File: config.mk
export PLATFORM = sky130hd
export DESIGN_NAME = math_seq_ctrl
export DESIGN_NICKNAME = d
export VERILOG_FILES = /design/src/rtl/math_ctrl_pkg.sv /design/src/rtl/math_rr_arb.sv /design/src/rtl/math_seq_ctrl.sv
export SDC_FILE = /design/constraint.sdc
export NUM_CORES = 1
export LEC_CHECK = 0
export ABC_AREA = 1
export BUFFER_PORTS_ARGS = -buffer_cell sky130_fd_sc_hd__buf_2
export CAP_MARGIN = 10
export CORE_ASPECT_RATIO = 1.5
export CORE_MARGIN = 5
export CORE_UTILIZATION = 47
export CTS_CLUSTER_SIZE = 14
export DETAILED_ROUTE_END_ITERATION = 10
export PLACE_DENSITY = 0.73
export SLEW_MARGIN = 20
export SYNTH_ARGS = -nofsm -noshare
export SYNTH_HDL_FRONTEND = slang
export SYNTH_SLANG_ARGS = --single-unit
File: constraint.sdc
create_clock -name CLK -period 2.7 [get_ports CLK]
set_input_delay 0.135 -clock CLK [delete_from_list [all_inputs] [get_ports CLK]]
set_output_delay 0.135 -clock CLK [all_outputs]
set_load 0.02 [all_outputs]
File: src/rtl/math_ctrl_pkg.sv
// Shared types and constants for the sequential math controller.
//   op_e      : opcode encoding (5..7 are illegal)
//   state_e   : controller FSM states
//   RES_SCALE : result width as a multiple of the operand width
package math_ctrl_pkg;

    localparam int unsigned RES_SCALE = 2;

    typedef enum logic [2:0] {
        OP_ABS  = 3'd0,
        OP_MAX  = 3'd1,
        OP_MIN  = 3'd2,
        OP_LOG2 = 3'd3,
        OP_POW  = 3'd4
    } op_e;

    typedef enum logic [1:0] {
        ST_IDLE = 2'd0,
        ST_CALC = 2'd1,
        ST_DONE = 2'd2
    } state_e;

endpackage

File: src/rtl/math_rr_arb.sv
// Two-input round-robin arbiter with a one-bit preference pointer.
//   clk, rst  : clock, synchronous active-high reset (pointer -> requester 0)
//   req       : request vector
//   adv       : a grant was consumed this cycle; pointer moves to the other input
//   gnt_c     : one-hot grant (combinational)
//   gnt_idx_c : index of the granted input (combinational)
module math_rr_arb (
    input  logic       clk,
    input  logic       rst,
    input  logic [1:0] req,
    input  logic       adv,
    output logic [1:0] gnt_c,
    output logic       gnt_idx_c
);

    logic ptr_q;
    logic ptr_d;

    // Preferred input wins a tie; a lone requester is always granted.
    always_comb begin
        gnt_c     = 2'b00;
        gnt_idx_c = ptr_q;
        ptr_d     = ptr_q;
        if (req[ptr_q]) begin
            gnt_idx_c = ptr_q;
        end else if (req[~ptr_q]) begin
            gnt_idx_c = ~ptr_q;
        end
        if (|req) begin
            gnt_c[gnt_idx_c] = 1'b1;
        end
        if (adv) begin
            ptr_d = ~gnt_idx_c;
        end
    end

    always_ff @(posedge clk) begin
        if (rst) begin
            ptr_q <= 1'b0;
        end else begin
            ptr_q <= ptr_d;
        end
    end

endmodule

File: src/rtl/math_seq_ctrl.sv
// Sequential math controller: two requesters share one iterative datapath
// (ABS, MAX, MIN, LOG2 and optionally POW), one operation in flight.
//   CLK, RST            : clock, synchronous active-high reset
//   REQ_VALID/REQ_READY : per-requester handshake (READY only in IDLE)
//   REQ_OP, REQ_X/REQ_Y : per-requester opcode and operands
//   RES_VALID/RES_READY : result handshake
//   RES_DATA/ID/ERR     : result value, issuing requester, illegal-op flag
// Build option: define MATH_SEQ_CTRL_POW_EN to implement POW; otherwise
// opcode 4 is reported as illegal and no multiplier exists.
module math_seq_ctrl
    import math_ctrl_pkg::*;
#(
    parameter int unsigned DATA_WIDTH = 8
) (
    input  logic                                CLK,
    input  logic                                RST,
    input  logic [1:0]                          REQ_VALID,
    output logic [1:0]                          REQ_READY,
    input  logic [1:0][2:0]                     REQ_OP,
    input  logic [1:0][DATA_WIDTH-1:0]          REQ_X,
    input  logic [1:0][DATA_WIDTH-1:0]          REQ_Y,
    output logic                                RES_VALID,
    input  logic                                RES_READY,
    output logic [RES_SCALE*DATA_WIDTH-1:0]     RES_DATA,
    output logic                                RES_ID,
    output logic                                RES_ERR
);

    localparam int unsigned W  = DATA_WIDTH;
    localparam int unsigned RW = RES_SCALE * DATA_WIDTH;

    state_e         state_q, state_d;
    logic [2:0]     op_q, op_d;
    logic [RW-1:0]  x_q, x_d;
    logic [W-1:0]   y_q, y_d;
    logic           id_q, id_d;
    logic [RW-1:0]  acc_q, acc_d;
    logic [W-1:0]   cnt_q, cnt_d;
    logic [RW-1:0]  res_data_q, res_data_d;
    logic           res_id_q, res_id_d;
    logic           res_err_q, res_err_d;
    logic           res_valid_q, res_valid_d;

    logic [1:0]     gnt_c;
    logic           gnt_idx_c;
    logic           xfer_c;
    logic           done_c;
    logic           err_c;
    logic [RW-1:0]  res_c;
    logic [RW-1:0]  y_ext_c;

    math_rr_arb u_arb (
        .clk       (CLK),
        .rst       (RST),
        .req       (REQ_VALID),
        .adv       (xfer_c),
        .gnt_c     (gnt_c),
        .gnt_idx_c (gnt_idx_c)
    );

    // Grant is only visible while idle and out of reset.
    assign REQ_READY = (state_q == ST_IDLE && !RST) ? gnt_c : 2'b00;
    assign xfer_c    = |(REQ_VALID & REQ_READY);

    // Next-state and datapath iteration.
    always_comb begin
        state_d     = state_q;
        op_d        = op_q;
        x_d         = x_q;
        y_d         = y_q;
        id_d        = id_q;
        acc_d       = acc_q;
        cnt_d       = cnt_q;
        res_data_d  = res_data_q;
        res_id_d    = res_id_q;
        res_err_d   = res_err_q;
        res_valid_d = res_valid_q;
        done_c      = 1'b0;
        err_c       = 1'b0;
        res_c       = '0;
        y_ext_c     = {{(RW-W){y_q[W-1]}}, y_q};

        case (state_q)
            ST_IDLE: begin
                if (xfer_c) begin
                    op_d    = REQ_OP[gnt_idx_c];
                    x_d     = {{(RW-W){REQ_X[gnt_idx_c][W-1]}}, REQ_X[gnt_idx_c]};
                    y_d     = REQ_Y[gnt_idx_c];
                    id_d    = gnt_idx_c;
                    acc_d   = RW'(1);
                    cnt_d   = '0;
                    state_d = ST_CALC;
                end
            end
            ST_CALC: begin
                case (op_q)
                    OP_ABS: begin
                        done_c = 1'b1;
                        res_c  = x_q[RW-1] ? -x_q : x_q;
                    end
                    OP_MAX: begin
                        done_c = 1'b1;
                        res_c  = ($signed(x_q) > $signed(y_ext_c)) ? x_q : y_ext_c;
                    end
                    OP_MIN: begin
                        done_c = 1'b1;
                        res_c  = ($signed(x_q) < $signed(y_ext_c)) ? x_q : y_ext_c;
                    end
                    OP_LOG2: begin
                        // One doubling per cycle until the power reaches X.
                        if ($signed(x_q) <= $signed(RW'(1))) begin
                            done_c = 1'b1;
                        end else begin
                            acc_d = acc_q << 1;
                            cnt_d = cnt_q + W'(1);
                            if (acc_d >= x_q) begin
                                done_c = 1'b1;
                                res_c  = RW'(cnt_d);
                            end
                        end
                    end
`ifdef MATH_SEQ_CTRL_POW_EN
                    OP_POW: begin
                        // One multiply per cycle; product wraps at RW bits.
                        if (y_q == '0) begin
                            done_c = 1'b1;
                            res_c  = RW'(1);
                        end else begin
                            acc_d = acc_q * x_q;
                            cnt_d = cnt_q + W'(1);
                            if (cnt_d == y_q) begin
                                done_c = 1'b1;
                                res_c  = acc_d;
                            end
                        end
                    end
`endif
                    default: begin
                        done_c = 1'b1;
                        err_c  = 1'b1;
                    end
                endcase
                if (done_c) begin
                    state_d     = ST_DONE;
                    res_valid_d = 1'b1;
                    res_data_d  = res_c;
                    res_err_d   = err_c;
                    res_id_d    = id_q;
                end
            end
            ST_DONE: begin
                if (RES_READY) begin
                    state_d     = ST_IDLE;
                    res_valid_d = 1'b0;
                end
            end
            default: state_d = ST_IDLE;
        endcase
    end

    always_ff @(posedge CLK) begin
        if (RST) begin
            state_q     <= ST_IDLE;
            op_q        <= '0;
            x_q         <= '0;
            y_q         <= '0;
            id_q        <= 1'b0;
            acc_q       <= '0;
            cnt_q       <= '0;
            res_data_q  <= '0;
            res_id_q    <= 1'b0;
            res_err_q   <= 1'b0;
            res_valid_q <= 1'b0;
        end else begin
            state_q     <= state_d;
            op_q        <= op_d;
            x_q         <= x_d;
            y_q         <= y_d;
            id_q        <= id_d;
            acc_q       <= acc_d;
            cnt_q       <= cnt_d;
            res_data_q  <= res_data_d;
            res_id_q    <= res_id_d;
            res_err_q   <= res_err_d;
            res_valid_q <= res_valid_d;
        end
    end

    assign RES_VALID = res_valid_q;
    assign RES_DATA  = res_data_q;
    assign RES_ID    = res_id_q;
    assign RES_ERR   = res_err_q;

endmodule

== Yosys cells after proc, flatten, opt, wreduce, memory -nomap -nowiden ==
Index checks and enable logic that the tools add are counted.
Word-level totals
  bits in registers: 65
  bits of input ports: 43
  output and inout port bits: 21
  logic and storage cells: 92
Operators by class
  add/subtract/negate cells: 2
  order comparisons: 8
  eq/ne operators: 10
  muxes and demuxes: 42
  bitwise gates (word level): 3
  reduce and logical (&&, ||, !) cells: 15
Operator list (count)
  two-way mux 8 bit: 9
  case mux 16 bit (4 select lines): 1
  two-way mux 16 bit: 3
  two-way mux 15 bit: 3
  case mux 15 bit (2 select lines): 1
  greater-or-equal comparator 16 bit: 1
  negation 16 bit: 1
  case mux 8 bit (2 select lines): 1
  two-way mux 1 bit: 14
  two-way mux 2 bit: 5
  adder 8 x 1 -> 8 bit (second input constant): 1
  > comparator 8 bit: 1
  less-or-equal comparator 8 x 2 -> 1 bit (second input constant): 1
  < comparator 8 bit: 1
  == test 3 x 2 -> 1 bit (second input constant): 2
  < comparator 1 x 2 -> 1 bit (second input constant): 3
  two-way mux 3 bit: 2
  != test 2 bit (second input constant): 3
  case mux 2 bit (3 select lines): 1
  AND reduction 3 bit: 2
  != test 2 x 1 -> 1 bit (second input constant): 2
  AND reduction 2 bit: 2
  AND reduction 4 bit: 1
  nonzero test 2 bit: 2
  14 further kinds: 17

== Logic depth before layout (Yosys ltp) ==
  depth in word-level cells: 15
  gate-level depth with buffers: 17
  gate-level depth less buffers: 17

== Cells and area by module ==
From an unflattened synthesis, not the netlist that was laid out.
Second synthesis, totals
  cell total of the unflattened synthesis: 578
  area, all modules: 3997.6 um^2
Modules (own cells, without submodules)
  math_seq_ctrl: instances 1, cells an instance 563, area an instance 3918.8 um^2, seq. area each 1281.2 um^2
  math_rr_arb: instances 1, cells an instance 15, area an instance 78.8 um^2, seq. area each 20.0 um^2

== Least setup slack after synthesis ==
OpenSTA, ideal clock, no wires.
  kind: register -> register
  from: register x_q[7]
  to: register res_data_q[0] (netlist: RES_DATA[0])
  setup time: 138 ps
  arrival time: 2106 ps
  data required time: 2562 ps
  path slack: 456 ps
  stages on the path, launching flop included: 16
  buffers on the path: 1
  clock period less this slack: 2244 ps
  path through: dfxtp_1 > clkbuf_1 > inv_1 > ha_1 > nand2_1 > inv_1 > o21bai_1 > a21oi_1 > nor2_1 > nand2_1 > inv_1 > nor2_1 > nor2_1 > nand2_1 > nand2_1 > a21oi_2
Between the ends
  word-level cells in the longest chain between the ends: 6
  elaborated cells between the ends (all ways): 15
  classes of those cells: order compare (4); mux (10); reduce/logical (1)
RTL lines
  start, declared: line math_seq_ctrl.sv:34  | logic [RW-1:0] x_q, x_d;
  start signal, assigned: line math_seq_ctrl.sv:165  | x_q <= '0;
  start signal, assigned: line math_seq_ctrl.sv:177  | x_q <= x_d;
  greater-or-equal comparator 16 bit: line math_seq_ctrl.sv:116  | if (acc_d >= x_q) begin
  two-way mux 1 bit: line math_seq_ctrl.sv:116
  two-way mux 1 bit: line math_seq_ctrl.sv:111  | if ($signed(x_q) <= $signed(RW'(1))) begin
  two-way mux 1 bit: line math_seq_ctrl.sv:96  | case (op_q)
  two-way mux 1 bit: line math_seq_ctrl.sv:83  | case (state_q)
  AND reduction 2 bit (no source line)
  end signal, assigned: line math_seq_ctrl.sv:182  | res_data_q <= res_data_d;
  end, declared: line math_seq_ctrl.sv:39  | logic [RW-1:0] res_data_q, res_data_d;
Several ways; a longest one is shown, not always the timed one. The select of a mux whose other input is x is not followed.
A chain may end at the register's enable or synchronous reset.

== Worst setup path after layout ==
Same ends and word-level chain as after synthesis.

==> flow_summary.ini <==
[run_status]
outcome = completed

[logic_synthesis]
syn_avg_cell_area_sq_um = 6.776
syn_nets = 649
ys_ff_latch = 65
syn_area_sq_um = 3930
synthTopCellsByArea = dfxtp_1 (33%), nand2_1 (19%), ha_1 (8.3%)
seq_area_frac_synth_pct = 33.11
synth-async-reset-ratio_pct = 0
yosysTopAreaCell = dfxtp_1
synth_enable_flop_cells = 0
ys_warn_count = 0
synthFlopType = dfxtp_1
synth_cells = 580
synth_top_area_share_pct = 33.11
ys_types = 35

[grt]
gr-total-overflow = 0
grt_pass1_vias = 3732
track_usage_pct = 20.72
grt_pass1_wl_mm = 17.14
grt_max_degree = 45
antenna_found_initial = 0

[sta]
maxSlewHeadroom_pct = 54.50
fmax_mhz = 428.8
worst-slew-pin-transition_ps = 681.8
finalCriticalPeriod_ps = 2332
period_share_pct = 86.38
finalSetupTns_ps = 0
clock_skew_ps = 3.831
finalHoldViolCount = 0
setup_viol = 0
rsz0062_at_grt = no
slew_violations = 0

[detailed_routing]
vias_per_cell = 5.171
wl_mm = 10.18
detail-route-antenna-nets = 0
num_vias = 3909
wl_per_cell_um = 13.46
drtPass1Iterations = 5
remaining_drc_errors = 0
drtIter0Drc = 147

[finish]
drive_gt1_share_pct = 20.18
final_cells = 756
multi_input_area_sq_um = 2271
num-fill-cells = 826
num_antenna_cells = 0
nets = 713
area_growth_pct = 19.04
regArea_sq_um = 1303

[clock_network]
clock-sinks = 65
htreeDepth = 3
path_clk_slew_ps = 60
cts_made_buffers = 9
clk_latency_ps = 340
ctsLongestPathBuffers = 2
cts_tree = built
ctsRootBufferMaster = clkbuf_16

[power]
leakage_nw = 2.293
power_density_nw_per_um2 = 637.2
ir_drop_mv = 0.3303
p_total_mw = 2.981

[floorplanning]
dieWidth_um = 84.66
die_h_um = 122.0
start_util_pct = 47.29
core_sq_um = 8310
die-area_sq_um = 10330
row_count = 41
io_pins = 64

[place]
gp_congestion = 0.9087
hpwl_mm = 7.804
placedCellCount = 738
io_buffer_count = 63

[setup_path]
reg2reg_depth = 14
start_kind = register
crit_start = x_q[7]$_SDFFE_PP0P_
path_max_fanout = 12
arrival_ps = 2540
r2r_setup_slack_ps = 370
r2r_start = x_q[7]$_SDFFE_PP0P_
end_kind = register
crit_end = RES_DATA[0]$_SDFFE_PP0P_
setup.worst_path.class = reg2reg
critical_path_required_ps = 2910
rr_endpoint = RES_DATA[0]$_SDFFE_PP0P_

[min_path]
hp-class = in2reg
min_from = REQ_Y[1]
hold_depth = 5

[flow_run]
cap_violations = 0
-- area by class of cell --
type	count	share of cell area (%)
clock inverters	7	2.220
flip-flops and latches	65	27.84
inverters	64	5.215
well taps	107	2.862
repair buffers	74	8.505
clock buffers	9	4.814
multi-input cells	430	48.54
-- placed cells by master, fill, tap and decap left out, drive strengths merged --
cell / n
bufinv: 2
o211a: 1
buf: 74
o21bai: 1
nor4: 1
nor2: 32
nand4: 12
xor2: 6
o21a: 2
clkinv: 3
a211oi: 2
dfxtp: 65
nor3: 9
o211ai: 2
o21ai: 5
inv: 63
nand2: 203
ha: 26
nand3b: 3
a21o: 2
clkinvlp: 3
a21oi: 61
nand3: 59
or2: 3
clkbuf: 9
-- layer usage --
metal	GRT usage [%]	vias to the layer above	wire [um]
met5	0	-	0
met4	10.40	0	410
met3	4.127	28	413
met2	38.77	92	5396
met1	21.65	1783	3957
li1	-	2006	-
-- logic make-up (layout without fill, tap and decap cells) --
family	Yosys count	count (layout)	synth area share, %
AOI/OAI and AO/OA	76	76	12.03
buffers and inverters	85	154	9.105
xor gates and xnor gates	6	6	1.337
and+or+nand+nor	322	322	36.14
adders and majority gates	26	26	8.278
DFF	65	65	33.11
-- worst min path at each step --
stage and to:
2_1_floorplan state_q[1]$_SDFFE_PP0P_, 3_3_place_gp y_q[4]$_SDFFE_PP0P_, 3_5_place_dp y_q[1]$_SDFFE_PP0P_, 4_1_cts y_q[1]$_SDFFE_PP0P_, 5_1_grt state_q[1]$_SDFFE_PP0P_, 6_report y_q[1]$_SDFFE_PP0P_
-- registers in the layout (all words and copies together) (netlist names) --
name	flops
id_q	1
RES_ERR	1
acc_q	15
RES_ID	1
x_q	8
y_q	8
RES_VALID	1
state_q	2
RES_DATA	16
op_q	3
u_arb.ptr_q	1
cnt_q	8
-- cells in the mapped netlist, drive strengths merged (5+ instances only) --
cell type  count
nor3           9
buf           10
ha            26
nor2          32
nand4         12
nand2        203
dfxtp         65
a21oi         61
xor2           6
o21ai          5
clkbuf        11
inv           63
nand3         59
-- power by group --
part           internal [mW]  switching [mW]
Sequential             0.997          0.0347
Combinational          0.240           0.439
Clock                  0.816           0.454
Total                   2.05           0.927
-- critical path, cell delays in order, from the launching register on --
cell and delay [ps]:
dfxtp_2 460, clkinvlp_4 130, buf_4 190, ha_1 330, nand2_1 90, o21bai_1 110, a21oi_1 80, nor2_1 140
nand2_1 220, inv_1 130, nor2_1 50, nor2_1 100, nand2_1 60, nand2_1 70, a21oi_2 50
-- through the flow --
step	hold WS, ps	instance area, sq um	setup WS, ps	util (%)
floorplan	321.4	3930	456.2	-
finish	84.07	4678	367.7	56.29
detailed placement	429.6	4329	264.8	52.09
global placement	423.0	4329	339.7	52.09
CTS	80.09	4658	233.8	56.05
global route	95.73	4678	180.5	56.29
-- what timing repair did --
item                       CTS  global route
gates resized for setup      0             2
setup endpoints to repair    0             5
hold buffers                 0             0
setup buffers                0             2
hold endpoints to repair     0             0
Note: power is estimated with default switching activity, not from simulation.
